**src/rtl/pipe_ctrl_pkg.sv**
```systemverilog
// Shared widths, FSM state and per-cycle action encodings for the pipeline controller.
package pipe_ctrl_pkg;

    localparam int REG_ID_W = 3;
    localparam int CNT_W    = 16;

    typedef enum logic [1:0] {
        RUN,
        LDSTALL,
        MEMWAIT,
        HALT
    } state_t;

    // What the controller does in the current cycle; drives both the outputs and the next state.
    typedef enum logic [2:0] {
        ACT_NORMAL,
        ACT_BUBBLE_START,
        ACT_BUBBLE_CONT,
        ACT_FLUSH,
        ACT_MEM_FREEZE,
        ACT_HALT_ENTRY,
        ACT_HALTED
    } action_t;

endpackage

```
**src/rtl/pipe_ctrl_hazard_detect.sv**
```systemverilog
// Combinational load-use hazard check between the instruction in ID and a load in EX.
module hazard_detect
    import pipe_ctrl_pkg::*;
(
    input  logic [REG_ID_W-1:0] id_rs,
    input  logic [REG_ID_W-1:0] id_rd,
    input  logic                id_rs_used,
    input  logic                id_rd_used,
    input  logic [REG_ID_W-1:0] ex_rd,
    input  logic                ex_mem_read,
    input  logic                ex_write_en,
    output logic                load_use
);

    logic rs_match;
    logic rd_match;

    assign rs_match = id_rs_used && (ex_rd == id_rs);
    assign rd_match = id_rd_used && (ex_rd == id_rd);
    assign load_use = ex_mem_read && ex_write_en && (rs_match || rd_match);

endmodule

```
**src/rtl/pipe_ctrl.sv**
```systemverilog
// Pipeline stall/flush/freeze controller with load-use, branch, memory-wait and halt handling.
// Performance counters exist only when PIPE_CTRL_PERF_EN is defined; otherwise they read 0.
module pipe_ctrl
    import pipe_ctrl_pkg::*;
#(
    parameter int MEM_TIMEOUT = 15,
    parameter int LDUSE_STALL = 1
) (
    input  logic                clk,
    input  logic                reset,
    input  logic [REG_ID_W-1:0] id_rs,
    input  logic [REG_ID_W-1:0] id_rd,
    input  logic                id_rs_used,
    input  logic                id_rd_used,
    input  logic [REG_ID_W-1:0] ex_rd,
    input  logic                ex_mem_read,
    input  logic                ex_write_en,
    input  logic                ex_branch_taken,
    input  logic                ex_halt,
    input  logic                mem_busy,
    output logic                pc_en,
    output logic                pc_load,
    output logic                ifid_en,
    output logic                ifid_flush,
    output logic                idex_bubble,
    output logic                idex_en,
    output logic                exmem_en,
    output logic                memwb_en,
    output logic                halted,
    output logic                mem_err,
    output logic [CNT_W-1:0]    stall_cnt,
    output logic [CNT_W-1:0]    flush_cnt
);

    localparam int WAIT_W = $clog2(MEM_TIMEOUT + 1);

    state_t              state;
    state_t              prior_state;
    state_t              eff_state;
    action_t             act;
    logic [1:0]          stall_left;
    logic [WAIT_W-1:0]   wait_cnt;
    logic [WAIT_W-1:0]   wait_next;
    logic                load_use;
    logic                halted_q;
    logic                mem_err_q;

    hazard_detect u_hazard (
        .id_rs       (id_rs),
        .id_rd       (id_rd),
        .id_rs_used  (id_rs_used),
        .id_rd_used  (id_rd_used),
        .ex_rd       (ex_rd),
        .ex_mem_read (ex_mem_read),
        .ex_write_en (ex_write_en),
        .load_use    (load_use)
    );

    // The cycle memory goes ready already behaves as the interrupted state, so no extra freeze cycle.
    assign eff_state = (state == MEMWAIT && !mem_busy) ? prior_state : state;

    assign wait_next = (state == MEMWAIT) ? wait_cnt + 1'b1 : WAIT_W'(1);

    always_comb begin
        act = ACT_NORMAL;
        if (!reset) begin
            case (eff_state)
                RUN: begin
                    if (ex_halt)              act = ACT_HALT_ENTRY;
                    else if (mem_busy)        act = ACT_MEM_FREEZE;
                    else if (ex_branch_taken) act = ACT_FLUSH;
                    else if (load_use)        act = ACT_BUBBLE_START;
                    else                      act = ACT_NORMAL;
                end
                LDSTALL: begin
                    if (mem_busy)             act = ACT_MEM_FREEZE;
                    else if (ex_branch_taken) act = ACT_FLUSH;
                    else                      act = ACT_BUBBLE_CONT;
                end
                MEMWAIT: act = ACT_MEM_FREEZE;
                HALT:    act = ACT_HALTED;
                default: act = ACT_NORMAL;
            endcase
        end
    end

    always_comb begin
        pc_en       = 1'b1;
        pc_load     = 1'b0;
        ifid_en     = 1'b1;
        ifid_flush  = 1'b0;
        idex_bubble = 1'b0;
        idex_en     = 1'b1;
        exmem_en    = 1'b1;
        memwb_en    = 1'b1;
        case (act)
            ACT_BUBBLE_START, ACT_BUBBLE_CONT: begin
                pc_en       = 1'b0;
                ifid_en     = 1'b0;
                idex_bubble = 1'b1;
            end
            ACT_FLUSH: begin
                pc_load     = 1'b1;
                ifid_flush  = 1'b1;
                idex_bubble = 1'b1;
            end
            ACT_MEM_FREEZE, ACT_HALT_ENTRY, ACT_HALTED: begin
                pc_en    = 1'b0;
                ifid_en  = 1'b0;
                idex_en  = 1'b0;
                exmem_en = 1'b0;
                memwb_en = 1'b0;
            end
            default: ;
        endcase
    end

    always_ff @(posedge clk or posedge reset) begin
        if (reset) begin
            state       <= RUN;
            prior_state <= RUN;
            stall_left  <= '0;
            wait_cnt    <= '0;
            halted_q    <= 1'b0;
            mem_err_q   <= 1'b0;
        end else begin
            case (act)
                ACT_NORMAL: state <= RUN;
                ACT_FLUSH: begin
                    state      <= RUN;
                    stall_left <= '0;
                end
                ACT_BUBBLE_START: begin
                    if (LDUSE_STALL > 1) begin
                        state      <= LDSTALL;
                        stall_left <= 2'(LDUSE_STALL - 1);
                    end else begin
                        state <= RUN;
                    end
                end
                ACT_BUBBLE_CONT: begin
                    if (stall_left > 2'd1) begin
                        state      <= LDSTALL;
                        stall_left <= stall_left - 1'b1;
                    end else begin
                        state      <= RUN;
                        stall_left <= '0;
                    end
                end
                ACT_MEM_FREEZE: begin
                    if (state != MEMWAIT) prior_state <= state;
                    if (wait_next >= WAIT_W'(MEM_TIMEOUT)) begin
                        state     <= HALT;
                        mem_err_q <= 1'b1;
                        halted_q  <= 1'b1;
                    end else begin
                        state    <= MEMWAIT;
                        wait_cnt <= wait_next;
                    end
                end
                ACT_HALT_ENTRY: begin
                    state    <= HALT;
                    halted_q <= 1'b1;
                end
                default: ;
            endcase
        end
    end

    assign halted  = halted_q;
    assign mem_err = mem_err_q;

`ifdef PIPE_CTRL_PERF_EN
    logic [CNT_W-1:0] stall_q;
    logic [CNT_W-1:0] flush_q;

    // Saturating counters; cycles spent halted are not counted as stalls.
    always_ff @(posedge clk or posedge reset) begin
        if (reset) begin
            stall_q <= '0;
            flush_q <= '0;
        end else begin
            if (!pc_en && state != HALT && stall_q != '1) stall_q <= stall_q + 1'b1;
            if (ifid_flush && flush_q != '1)                flush_q <= flush_q + 1'b1;
        end
    end

    assign stall_cnt = stall_q;
    assign flush_cnt = flush_q;
`else
    assign stall_cnt = '0;
    assign flush_cnt = '0;
`endif

endmodule

```
**config.mk**
```make
export PLATFORM = sky130hd
export DESIGN_NAME = pipe_ctrl
export DESIGN_NICKNAME = d
export VERILOG_FILES = /design/src/rtl/pipe_ctrl_pkg.sv /design/src/rtl/pipe_ctrl_hazard_detect.sv /design/src/rtl/pipe_ctrl.sv
export SDC_FILE = /design/constraint.sdc
export NUM_CORES = 1
export LEC_CHECK = 0
export CELL_PAD_IN_SITES_DETAIL_PLACEMENT = 1
export CELL_PAD_IN_SITES_GLOBAL_PLACEMENT = 2
export CORE_MARGIN = 3
export CORE_UTILIZATION = 21
export DETAILED_ROUTE_END_ITERATION = 6
export PLACE_DENSITY = 0.76
export RECOVER_POWER = 100
export SYNTH_ARGS = -nofsm -noshare
export SYNTH_HDL_FRONTEND = slang
export SYNTH_SLANG_ARGS = --single-unit
export TNS_END_PERCENT = 5
```
**constraint.sdc**
```tcl
create_clock -name clk -period 3 [get_ports clk]
set_input_delay 0.75 -clock clk [delete_from_list [all_inputs] [get_ports clk]]
set_output_delay 0.75 -clock clk [all_outputs]
set_load 0.01 [all_outputs]
```
==> metrics.md <==
| Metric | Value |
|---|---|
| Status | finished, final reports clean |
| Leakage | 0.741 nW |
| Starting density of the core | 22.7% |
| Biggest cell delay along the critical path | 0.41 ns |
| Routed WL | 2800 um |
| Num Clock Sinks | 12 |
| Routed Antenna Nets | 0 |
| Latest clock arrival within the worst-skew pair | 0.24 ns |
| Worst path slowest cell | clkdlybuf4s50_1 |
| Most used cell, CP | buf_4 |
| Crit end category | output pin |
| Crit share post-route | 98.1% |
| Peak supply drop | 188 uV |
| DRT Pass-1 Iters | 4 |
| WS Path Type | in -> out |
| Hold EP | mem_err |
| Most common cell after layout, fill and taps aside | conb_1 |
| Fin nets | 198 |
| Hold depth | 1 |
| Final setup vio count | 0 |
| HP Class | reg -> reg |
| CP Launch Type | input port |
| Tmin final | 2.94 ns |
| Largest net degree at the start of global routing | 11 |
| Headroom to the max-slew limit | 66.4% |
| Syn avg cell area | 8.58 um^2 |
| Crit Reg-Reg Endpoint | wait_cnt[0] |
| Synth Warn # | 0 |
| FMAX | 0.340 GHz |
| Final Slew Violations | 0 |
| Fillcell total | 635 |
| Final non-filler cell total | 245 |
| Worst-path clk slew | 0.05 ns |
| Number of placement rows | 25 |
| Register-to-Register Setup Slack | 0.64 ns |
| Overall die width | 79.1 um |
| Antenna violations before repair | 0 |
| Vias in the first global route | 985 |
| Synth unique cells | 37 |
| WL per Instance | 11.4 um |
| WP buf/inv | 4 |
| Hold Fails Final Rpt | 0 |
| Top cell type's share of synthesized area | 26.7% |
| Antenna cell count | 0 |
| Pwr/cell area | 564 mW/mm^2 |
| Slew @ Worst Pin | 0.505 ns |
| Htree depth | 1 |
| Worst EP required | 2.25 ns |
| Number of remaining DRC errors | 0 |
| Syn Inst Count | 131 |
| Cell Chain, Critical Path | clkdlybuf4s50_1 > buf_4 > o221a_2 > buf_4 > o311ai_4 > buf_2 |
| RSZ-0062 raised after global routing | yes |
| Layout cells sized above 1 | 24.7% |
| GRT Total Usage | 8.85% |
| Crit path max-delay family | buffers and inverters |
| Critical path arrival | 2.19 ns |
| Die height | 79.1 um |
| Cell accounting for the most synthesized area | dfrtp_1 |
| Routed vias | 985 |
| Dpl cells | 237 |
| Largest cells by area after synthesis | dfrtp_1, buf_4, xnor2_1, nor2_1, nand2_1 |
| Die area | 0.00626 mm^2 |
| DR vias/cell | 4.02 |
| Grt ovf | 0 |
| # port buffers | 27 |
| Hold_sp | mem_err |
| Flops & latches, synth | 12 |
| Area Growth Syn to Fin | 37.9% |
| Worst r2r path cells | 7 |
| TritonCTS clock tree | done |
| Sequential share of the synthesized area | 26.7% |
| Initial DRC count | 54 |
| Fin Hold WS | 0.464 ns |
| Io pins | 60 |
| CP Max Fanout | 3 |
| Commonest non-fill, non-tap cells in the layout | conb_1, buf_4, dfrtp_1 |
| DPL Wire Length | 2340 um |
| Gp weighted congestion | 0.732 |
| Clock Skews | 0.00325 ns |
| R2R Path Start | state[1] |
| Core area | 0.00494 mm^2 |
| Clk buf depth | 2 |
| Mapped Area | 0.00112 mm^2 |
| Clock Root Buffer | clkbuf_8 |
| Total CTS buffers | 3 |
| First-pass GRT wire length | 4450 um |
| Max-Cap Viols | 0 |
per-stage QoR:
step	setup WS [ns]	cell area, um^2	TNS, ns	utilization (%)	power (mW)
4_1_cts	-0.118	1530	-0.307	31.0	0.888
3_5_place_dp	-0.615	1460	-3.38	29.5	0.703
6_report	0.0582	1550	0	31.3	0.874
2_1_floorplan	0.133	1240	0	-	0.554
3_3_place_gp	-0.581	1460	-3.22	29.5	0.696
5_1_grt	-0.0150	1550	-0.0249	31.3	0.949
synthesized netlist by cell type:
master and count:
buf_4 36, dfrtp_1 12, nor2_1 11, nand2_1 9
xnor2_1 7, a21oi_1 5, inv_1 4, nand4_1 4
nor3_1 4, buf_2 3, nand2b_1 3, nor2b_1 3
o31ai_1 3, a31o_2 2, o211ai_1 2, o21ai_0 2
a21bo_2 1, a21boi_0 1, a22o_1 1, a311oi_4 1
a32o_1 1, and3b_4 1, and4b_1 1, conb_1 1
ha_1 1, mux2_4 1, nand2_2 1, nand3_1 1
nand3b_1 1, nor4_4 1, nor4b_1 1, o21a_1 1
o221a_2 1, o22ai_1 1, o2bb2ai_1 1, o311ai_0 1
or2_2 1
repair_timing:
item | 4_1_cts | 5_1_grt
hold buffers | 0 | 0
setup buffers | 2 | 2
resized for setup | 22 | 22
setup endpoints to repair | 8 | 7
pin swaps | 1 | 5
power breakdown:
group / total (mW) / internal [mW] / switching [mW]
sequential: 0.270 / 0.217 / 0.0533
clock: 0.174 / 0.116 / 0.0579
combinational: 0.430 / 0.214 / 0.216
layer usage:
| layer | wire [um] | part of all wire [%] | global-route usage, % |
|---|---|---|---|
| met4 | 31 | 1.1 | 2.58 |
| met3 | 161 | 5.7 | 1.70 |
| met5 | 0 | 0 | 0 |
| met2 | 1440 | 51 | 15.6 |
| met1 | 1170 | 42 | 10.9 |
final cells by class:
class                      instances  area (um^2)  area share (%)
sequential                        12          300            19.4
inverter                           4         15.0           0.969
clock buffer                       4         55.1            3.55
multi-input combinational        107          669            43.2
tap                               67         83.8            5.41
timing repair buffer              51          425            27.5
state kept, by name, indices dropped and copies added, names as in the netlist:
name and flops:
halted 1, prior_state 2, mem_err 1, state 2, wait_cnt 4, stall_left 2
how the worst max path moves through the flow:
stage | from | slack, ns | endpoint | depth (start not counted)
global placement | mem_busy | -0.58 | ifid_en | 7
floorplan | ex_halt | 0.13 | pc_en | 5
detailed placement | mem_busy | -0.61 | ifid_en | 7
global route | id_rd[2] | -0.02 | ifid_en | 8
finish | ex_branch_taken | 0.06 | ifid_en | 6
CTS | ex_halt | -0.12 | ifid_en | 6
cells by family after synthesis:
family          Yosys count  share of synthesized area, %
buf+inv                  43                          26.7
xor+xnor                  7                          5.46
fa+ha+maj                 1                          1.11
flops                    12                          26.7
simple gates             42                          20.9
mux                       1                          1.34
other cells               1                         0.334
compound gates           24                          17.4
worst register-to-register path, stage by stage, from the launching register on:
cell      delay, ns
dfrtp_1        0.46
o21ai_0        0.19
and3b_4        0.22
buf_4          0.14
nor4_1         0.28
clkbuf_1       0.44
nand2_1        0.17
mux2_1         0.34
Power figures use the tool's default switching activity.
